==> config.mk <==
export PLATFORM = sky130hd
export DESIGN_NAME = rv64i_multicycle_control_unit
export DESIGN_NICKNAME = d
export VERILOG_FILES = /design/src/rtl/rv64i_multicycle_control_unit.sv
export SDC_FILE = /design/constraint.sdc
export NUM_CORES = 1
export LEC_CHECK = 0
export ABC_AREA = 1
export ABC_CLOCK_PERIOD_IN_PS = 1700
export CAP_MARGIN = 40
export CORE_UTILIZATION = 30
export DETAILED_ROUTE_END_ITERATION = 16
export GPL_TIMING_DRIVEN = 0
export PLACE_DENSITY = 0.54
export REMOVE_ABC_BUFFERS = 1
export SYNTH_ARGS = -nofsm -noshare
export SYNTH_HDL_FRONTEND = slang
export SYNTH_SLANG_ARGS = --single-unit
==> constraint.sdc <==
create_clock -name clock -period 1.7 [get_ports clock]
set_input_delay 0.34 -clock clock [delete_from_list [all_inputs] [get_ports clock]]
set_output_delay 0.34 -clock clock [all_outputs]
set_load 0.03 [all_outputs]
==> src/rtl/rv64i_multicycle_control_unit.sv <==
// Multicycle control FSM for the RV64I core: sequences fetch/decode/execute/memory
// and decodes opcode/funct3/funct7 into the 25-bit datapath control word.
//
// state      | meaning
// -----------+--------------------------------------------------------------
// S_IDLE     | reset/power-up, all outputs low
// S_FETCH    | instruction fetch request, wait for busy 1 -> 0
// S_DECODE   | one quiet cycle while the instruction settles, word latched
// S_EXECUTE  | decoded word driven; non-memory ops strobe the PC and leave
// S_MEM_DONE | memory access finished: PC strobe, load write-back
module rv64i_multicycle_control_unit (
   input  logic       clock,
   input  logic       reset,
   output logic       instruction_mem_enable,
   input  logic       instruction_mem_busy,
   output logic       data_mem_enable,
   output logic [7:0] data_mem_byte_write_enable,
   input  logic       data_mem_busy,
   input  logic [6:0] opcode,
   input  logic [2:0] funct3,
   input  logic [6:0] funct7,
   input  logic       zero,
   input  logic       negative,
   input  logic       carry_out,
   input  logic       overflow,
   output logic       alua_src,
   output logic       alub_src,
   output logic       aluy_src,
   output logic [2:0] alu_src,
   output logic       sub,
   output logic       arithmetic,
   output logic       alupc_src,
   output logic       pc_src,
   output logic       pc_enable,
   output logic [2:0] read_data_src,
   output logic [1:0] write_register_src,
   output logic       write_register_enable
);

   localparam logic [6:0] OPC_LOAD      = 7'b0000011;
   localparam logic [6:0] OPC_OP_IMM    = 7'b0010011;
   localparam logic [6:0] OPC_AUIPC     = 7'b0010111;
   localparam logic [6:0] OPC_OP_IMM_32 = 7'b0011011;
   localparam logic [6:0] OPC_STORE     = 7'b0100011;
   localparam logic [6:0] OPC_OP        = 7'b0110011;
   localparam logic [6:0] OPC_LUI       = 7'b0110111;
   localparam logic [6:0] OPC_OP_32     = 7'b0111011;
   localparam logic [6:0] OPC_BRANCH    = 7'b1100011;
   localparam logic [6:0] OPC_JALR      = 7'b1100111;
   localparam logic [6:0] OPC_JAL       = 7'b1101111;

   typedef enum logic [2:0] {
      S_IDLE, S_FETCH, S_DECODE, S_EXECUTE, S_MEM_DONE
   } state_t;

   typedef struct packed {
      logic       alua;
      logic       alub;
      logic       aluy;
      logic [2:0] alu_src;
      logic       sub;
      logic       arithmetic;
      logic       alupc;
      logic       pc_src;
      logic [2:0] read_data_src;
      logic [1:0] write_register_src;
      logic       write_register_enable;
      logic       data_mem_enable;
      logic [7:0] byte_write_enable;
   } ctrl_t;

   state_t     state;
   ctrl_t      ctrl_q;
   ctrl_t      dec;
   logic       dec_mem;
   logic       dec_load;
   logic       dec_branch;
   logic       is_mem;
   logic       is_load;
   logic       is_branch;
   logic [2:0] br_funct3;
   logic       busy_seen;
   logic       branch_taken;
   logic       i_type;
   logic       unused_funct7_lsb;

   assign unused_funct7_lsb = funct7[0];
   assign i_type = ~opcode[5];

   always_comb begin
      dec        = '0;
      dec_mem    = 1'b0;
      dec_load   = 1'b0;
      dec_branch = 1'b0;
      case (opcode)
         OPC_OP, OPC_OP_IMM, OPC_OP_32, OPC_OP_IMM_32: begin
            dec.alub    = i_type;
            dec.aluy    = opcode[3];
            dec.alu_src = funct3;
            dec.sub     = (funct3[2:1] == 2'b01)
                          || (!i_type && funct3 == 3'b000 && funct7[5]);
            // immediate shifts keep funct7[0] as shamt[5], so only [6:1] qualify SRA
            dec.arithmetic = (funct3 == 3'b101)
                             && (i_type ? (funct7[6:1] == 6'b010000) : funct7[5]);
            dec.write_register_enable = 1'b1;
         end
         OPC_LUI: begin
            dec.alub                  = 1'b1;
            dec.write_register_src    = 2'b11;
            dec.write_register_enable = 1'b1;
         end
         OPC_AUIPC: begin
            dec.alua                  = 1'b1;
            dec.alub                  = 1'b1;
            dec.write_register_enable = 1'b1;
         end
         OPC_JAL: begin
            dec.pc_src                = 1'b1;
            dec.write_register_src    = 2'b10;
            dec.write_register_enable = 1'b1;
         end
         OPC_JALR: begin
            dec.pc_src                = 1'b1;
            dec.alupc                 = 1'b1;
            dec.write_register_src    = 2'b10;
            dec.write_register_enable = 1'b1;
         end
         OPC_BRANCH: begin
            dec.sub    = 1'b1;
            dec_branch = 1'b1;
         end
         OPC_LOAD: begin
            dec.alub               = 1'b1;
            dec.read_data_src      = funct3;
            dec.write_register_src = 2'b01;
            dec.data_mem_enable    = 1'b1;
            dec_mem                = 1'b1;
            dec_load               = 1'b1;
         end
         OPC_STORE: begin
            dec.alub            = 1'b1;
            dec.data_mem_enable = 1'b1;
            dec_mem             = 1'b1;
            case (funct3[1:0])
               2'b00:   dec.byte_write_enable = 8'h01;
               2'b01:   dec.byte_write_enable = 8'h03;
               2'b10:   dec.byte_write_enable = 8'h0F;
               default: dec.byte_write_enable = 8'hFF;
            endcase
         end
         default: ;
      endcase
   end

   // flags come from the ALU operation in flight, so the branch decision stays combinational
   always_comb begin
      branch_taken = 1'b0;
      case (br_funct3[2:1])
         2'b00:   branch_taken = zero ^ br_funct3[0];
         2'b10:   branch_taken = negative ^ overflow ^ br_funct3[0];
         2'b11:   branch_taken = ~(carry_out ^ br_funct3[0]);
         default: branch_taken = 1'b0;
      endcase
   end

   always_ff @(posedge clock) begin
      if (reset) begin
         state                  <= S_IDLE;
         ctrl_q                 <= '0;
         instruction_mem_enable <= 1'b0;
         pc_enable              <= 1'b0;
         is_mem                 <= 1'b0;
         is_load                <= 1'b0;
         is_branch              <= 1'b0;
         br_funct3              <= 3'b000;
         busy_seen              <= 1'b0;
      end else begin
         case (state)
            S_IDLE: begin
               state                  <= S_FETCH;
               instruction_mem_enable <= 1'b1;
               busy_seen              <= 1'b0;
            end
            S_FETCH: begin
               if (instruction_mem_busy) begin
                  busy_seen <= 1'b1;
               end else if (busy_seen) begin
                  state                  <= S_DECODE;
                  instruction_mem_enable <= 1'b0;
                  busy_seen              <= 1'b0;
               end
            end
            S_DECODE: begin
               state     <= S_EXECUTE;
               ctrl_q    <= dec;
               is_mem    <= dec_mem;
               is_load   <= dec_load;
               is_branch <= dec_branch;
               br_funct3 <= funct3;
               pc_enable <= ~dec_mem;
            end
            S_EXECUTE: begin
               if (!is_mem) begin
                  state                  <= S_FETCH;
                  ctrl_q                 <= '0;
                  is_branch              <= 1'b0;
                  pc_enable              <= 1'b0;
                  instruction_mem_enable <= 1'b1;
               end else if (data_mem_busy) begin
                  busy_seen <= 1'b1;
               end else if (busy_seen) begin
                  state                        <= S_MEM_DONE;
                  busy_seen                    <= 1'b0;
                  ctrl_q.data_mem_enable       <= 1'b0;
                  ctrl_q.byte_write_enable     <= 8'h00;
                  ctrl_q.write_register_enable <= is_load;
                  pc_enable                    <= 1'b1;
               end
            end
            S_MEM_DONE: begin
               state                  <= S_FETCH;
               ctrl_q                 <= '0;
               is_mem                 <= 1'b0;
               is_load                <= 1'b0;
               pc_enable              <= 1'b0;
               instruction_mem_enable <= 1'b1;
            end
            default: begin
               state                  <= S_IDLE;
               ctrl_q                 <= '0;
               instruction_mem_enable <= 1'b0;
               pc_enable              <= 1'b0;
            end
         endcase
      end
   end

   assign alua_src                   = ctrl_q.alua;
   assign alub_src                   = ctrl_q.alub;
   assign aluy_src                   = ctrl_q.aluy;
   assign alu_src                    = ctrl_q.alu_src;
   assign sub                        = ctrl_q.sub;
   assign arithmetic                 = ctrl_q.arithmetic;
   assign alupc_src                  = ctrl_q.alupc;
   assign pc_src                     = ctrl_q.pc_src | (is_branch & branch_taken);
   assign read_data_src              = ctrl_q.read_data_src;
   assign write_register_src         = ctrl_q.write_register_src;
   assign write_register_enable      = ctrl_q.write_register_enable;
   assign data_mem_enable            = ctrl_q.data_mem_enable;
   assign data_mem_byte_write_enable = ctrl_q.byte_write_enable;

endmodule

## After elaboration in Yosys (flattened, before gate mapping)

Cells that the tools add are included.

- Bits in registers: 37
- Output and inout bits: 27

- Eq/ne operators: 28
- Multiplexer cells: 44
- Bitwise logic cells: 11
- Reductions and logical operators: 24

Operator list:

| cell | count |
|---|---|
| $pmux W25 S3 | 1 |
| $mux W10 | 3 |
| $eq A7 B6 Y1 const B | 4 |
| $pmux W8 S3 | 1 |
| $eq A7 B5 Y1 const B | 3 |
| $eq A7 B7 Y1 const B | 3 |
| $mux W1 | 19 |
| $mux W3 | 6 |
| $mux W15 | 1 |
| $pmux W3 S4 | 1 |
| $pmux W1 S2 | 5 |
| $pmux W1 S3 | 3 |
| $mux W8 | 1 |
| $ne A2 B2 Y1 const B | 4 |
| $reduce_and A4 Y1 | 2 |
| $reduce_or A2 Y1 | 4 |
| $reduce_or A4 Y1 | 2 |
| $reduce_or A8 Y1 | 1 |
| $eq A7 B2 Y1 const B | 1 |
| $eq A2 B2 Y1 const B | 3 |
| $eq A3 B2 Y1 const B | 2 |
| $eq A3 B3 Y1 const B | 2 |
| $eq A6 B5 Y1 const B | 1 |
| $logic_not A3 Y1 | 2 |
| 17 further kinds | 32 |

## Logic depth before layout (Yosys ltp)

- Depth in word-level cells: 6
- Depth in mapped cells: 10
- Gate-level depth less buffers: 10

## Least setup slack after synthesis

Ideal clock, no wire load.

- Kind: register -> output
- Start: register br_funct3[1]
- End: output port pc_src
- Arrival: 1.111 ns
- Data required time: 1.360 ns
- Slack: 0.249 ns
- Stages on the path, launching flop included: 7
- Path buffers: 0
- Cells stage by stage: dfxtp_1 -> nor2_1 -> or2_2 -> nand3_1 -> nand2_1 -> o21ai_0 -> nand2_1

- Word-level cells in the longest chain between the ends: 4
- Elaborated cells on any way between the ends: 6
- Those cells by class: eq/ne: 2; mux: 1; bitwise: 2; reduce/logical: 1

RTL lines:

| element | RTL line | source |
|---|---|---|
| from (decl) | 81 | `logic [2:0] br_funct3;` |
| from (signal assigned) | 199 | `br_funct3 <= funct3;` |
| $eq A2 B2 Y1 or $logic_not A2 Y1 (tied branches) | 158 | `case (br_funct3[2:1])` |
| $pmux W1 S3 * | 158 |  |
| $and A1 B1 Y1 * | 245 | `assign pc_src = ctrl_q.pc_src \| (is_branch & branch_taken);` |
| $or A1 B1 Y1 * | 245 |  |
| to (decl) | 33 | `output logic pc_src,` |

Every way passes the cells marked *; elsewhere a longest branch is shown, timed or not.

## Worst setup path in the final report

- Start: register br_funct3[2]
- End: output port pc_src

Same word-level chain as after synthesis.

==> impl_metrics.tcl <==
set metrics [dict create \
    initial_core_util_pct 31.7 \
    layout_commonest_cell "nand2_1" \
    skew_ps 10.2 \
    grt_pass1_wl_um 7710 \
    failed_checks "negative setup slack" \
    antenna_found_initial 0 \
    place_area_um2 2210 \
    final_nets 319 \
    antenna_left 0 \
    cts_sinks 33 \
    synth_top_area_share_pct 37.2 \
    cp-endpoint "pc_src" \
    post-route-cell-area_um2 2430 \
    gp_congestion 0.748 \
    reg2reg_depth 10 \
    numCtsBuffers 5 \
    r2r_start "state[0]" \
    crit_path_max_fanout 2 \
    root_buffer "clkbuf_8" \
    layout_common_cells "nand2_1 (50), clkdlybuf4s50_1 (32), dfxtp_1 (30)" \
    synth_cell_types 26 \
    postLayoutSetupSlackWorst_ps -27.1 \
    clock_tree.buffer_depth 2 \
    finalSetupViolations 1 \
    syn_inst 252 \
    die_area_um2 6230 \
    syn_area_um2 1780 \
    clock_latency_ps 290 \
    vias_per_cell 4.57 \
    end_kind "primary output" \
    vias 1678 \
    portBuffers 50 \
    wire_per_inst_um 12.5 \
    drt-total-wl_um 4600 \
    cap_viol_max_count 0 \
    critPathSlowestCell "dfxtp_2" \
    clock.fmax_ghz 0.579 \
    cts_max_level 2 \
    core_um2 5610 \
    synth-seq-cells 33 \
    finalCritPeriodShare_pct 102 \
    hold_class "flop to flop" \
    grt_max_degree 16 \
    die-width_um 78.9 \
    area.growth.synth_to_final_pct 36.7 \
    fin_util_pct 43.3 \
    crit_path_start "br_funct3[2]" \
    maxSlewHeadroom_pct 47.8 \
    finalHoldViolCount 0 \
    crit_required_ps 1360 \
    hold_ws_ps 466 \
    cts_tree "done" \
    arrival_ps 1390 \
    critical_path_class "flop to primary output" \
    ys_seq_area_share_pct 37.2 \
    irDropWorstVdd_uv 399 \
    worst_r2r_endpoint "write_register_src[1]" \
    drt_iter0_markers 78 \
    cp-start-kind "flop" \
    pin_count 52 \
    drv_slew 0 \
    rsz0062_at_grt "yes" \
    clk_pin_slew_ps 70 \
    drt_drc_violations_left 0 \
    grt_pass1_vias 1644 \
    period_needed_ps 1730 \
    synth_top_cell_by_area "dfxtp_1" \
    overflow 0 \
    status "finished, violations left" \
    dpl.hpwl_um 3240 \
    first_pass_iters 4 \
    max_stage_delay_ps 330 \
    worstMarginPinSlew_ps 782 \
    antenna_cells 0 \
    drive_above_1_share_pct 20.0 \
    cellPowerDensity_nw_per_um2 796 \
    rows 27 \
    crit_chain "inv_2, nor2_2, or2_4, nand3_2, nand2_2, o21ai_2, nand2_1, buf_6" \
    track_usage_pct 16.0 \
    syn_avg_cell_area_um2 7.05 \
    chipHeight_um 78.9 \
    fin_setup_tns_ps -27.1 \
    yosysWarnings 0 \
    synth_area_leaders "dfxtp_1 (37%), nand2_1 (11%), buf_4 (6.8%), a21oi_1 (6.2%), inv_1 (6.1%)" \
    total_leakage_power_nw 1.15 \
    regToRegSetupSlack_ps 210 \
]
==> how the worst min path moves through the flow <==
stage                             startpoint                             to  slack [ps]  cells after the start
6_report                          alu_src[1]                     alu_src[1]         470                      2
2_1_floorplan                          reset                     alu_src[1]         400                      1
4_1_cts                           alu_src[1]                     alu_src[1]         470                      2
3_3_place_gp                    br_funct3[2]                   br_funct3[2]         450                      2
3_5_place_dp   data_mem_byte_write_enable[1]  data_mem_byte_write_enable[1]         450                      2
5_1_grt                           alu_src[1]                     alu_src[1]         480                      2
==> worst max-delay path, delay by kind of cell, from the launching register on <==
family	cells	cell delay [ps]
simple gates	5	470
flops	1	330
buf+inv	2	210
compound gates	1	100
==> cells by family after synthesis <==
kind of cell              share of synthesized area, %
and+or+nand+nor                                   30.5
buffers and inverters                             16.6
AOI/OAI and AO/OA                                 15.2
DFF                                               37.2
xor gates and xnor gates                         0.493
==> stage by stage <==
step	total power [mW]	instances	worst slack (ps)
2_1_floorplan	1.08	229	249
3_3_place_gp	1.26	351	-685
3_5_place_dp	1.26	352	-672
4_1_cts	1.91	361	-59.2
5_1_grt	2.04	367	-93.1
6_report	1.93	367	-27.1
==> power by group <==
group / total [mW] / internal (mW) / leakage, nW / switching [mW]
registers: 0.846 / 0.810 / 0.269 / 0.0359
clock network: 0.639 / 0.328 / 0.0512 / 0.311
logic: 0.446 / 0.175 / 0.830 / 0.271
==> synth_stat cells <==
cell type and number:
nand2_1 51, dfxtp_1 33, inv_1 29, nor2_1 24, a21oi_1 22, nand3_1 19, buf_4 16, nand2_2 10
o21ai_0 10, a21oi_2 9, nand4_1 5, nor3_1 4, buf_2 3, nor2_4 3, clkbuf_1 2, o211ai_1 2
a21boi_0 1, buf_1 1, buf_12 1, clkinv_4 1, inv_2 1, inv_4 1, nand2_4 1, o21ai_2 1
or2_2 1, xnor2_1 1
==> sequential cells by signal, summed over array words and instances (netlist names) <==
| signal | flops |
|---|---|
| data_mem_byte_write_enable | 4 |
| alu_src | 3 |
| br_funct3 | 3 |
| read_data_src | 3 |
| state | 3 |
| write_register_src | 2 |
| alua_src | 1 |
| alub_src | 1 |
| alupc_src | 1 |
| aluy_src | 1 |
| arithmetic | 1 |
| busy_seen | 1 |
| ctrl_q | 1 |
| data_mem_enable | 1 |
| instruction_mem_enable | 1 |
| is_branch | 1 |
| is_load | 1 |
| is_mem | 1 |
| pc_enable | 1 |
| sub | 1 |
| write_register_enable | 1 |
==> layout make-up <==
cell class                      count  area, µm²
Clock buffer                        6       82.6
Clock inverter                      2       13.8
Fill cell                         603       3180
Inverter                           32        130
Multi-Input combinational cell    165        863
Sequential cell                    33        664
Tap cell                           72       90.1
Timing Repair Buffer               57        583
==> layer usage <==
metal / wire, µm / vias up / global-route usage (%) / part of all wire [%]
met5: 0 / - / 0 / 0
met3: 157 / 9 / 3.56 / 3.4
met2: 2130 / 32 / 25.3 / 46
met1: 2250 / 765 / 21.5 / 49
met4: 64 / 0 / 4.91 / 1.4
li1: - / 872 / - / -
==> what timing repair did <==
action | in CTS | in global routing
gates resized for setup | 23 | 22
pin swaps | 7 | 7
hold endpoints to repair | 0 | 0
hold buffers | 0 | 0
setup endpoints to repair | 10 | 18
gates cloned | 1 | 0
buffers inserted | 0 | 6
Note: power is estimated with default switching activity, not from simulation.
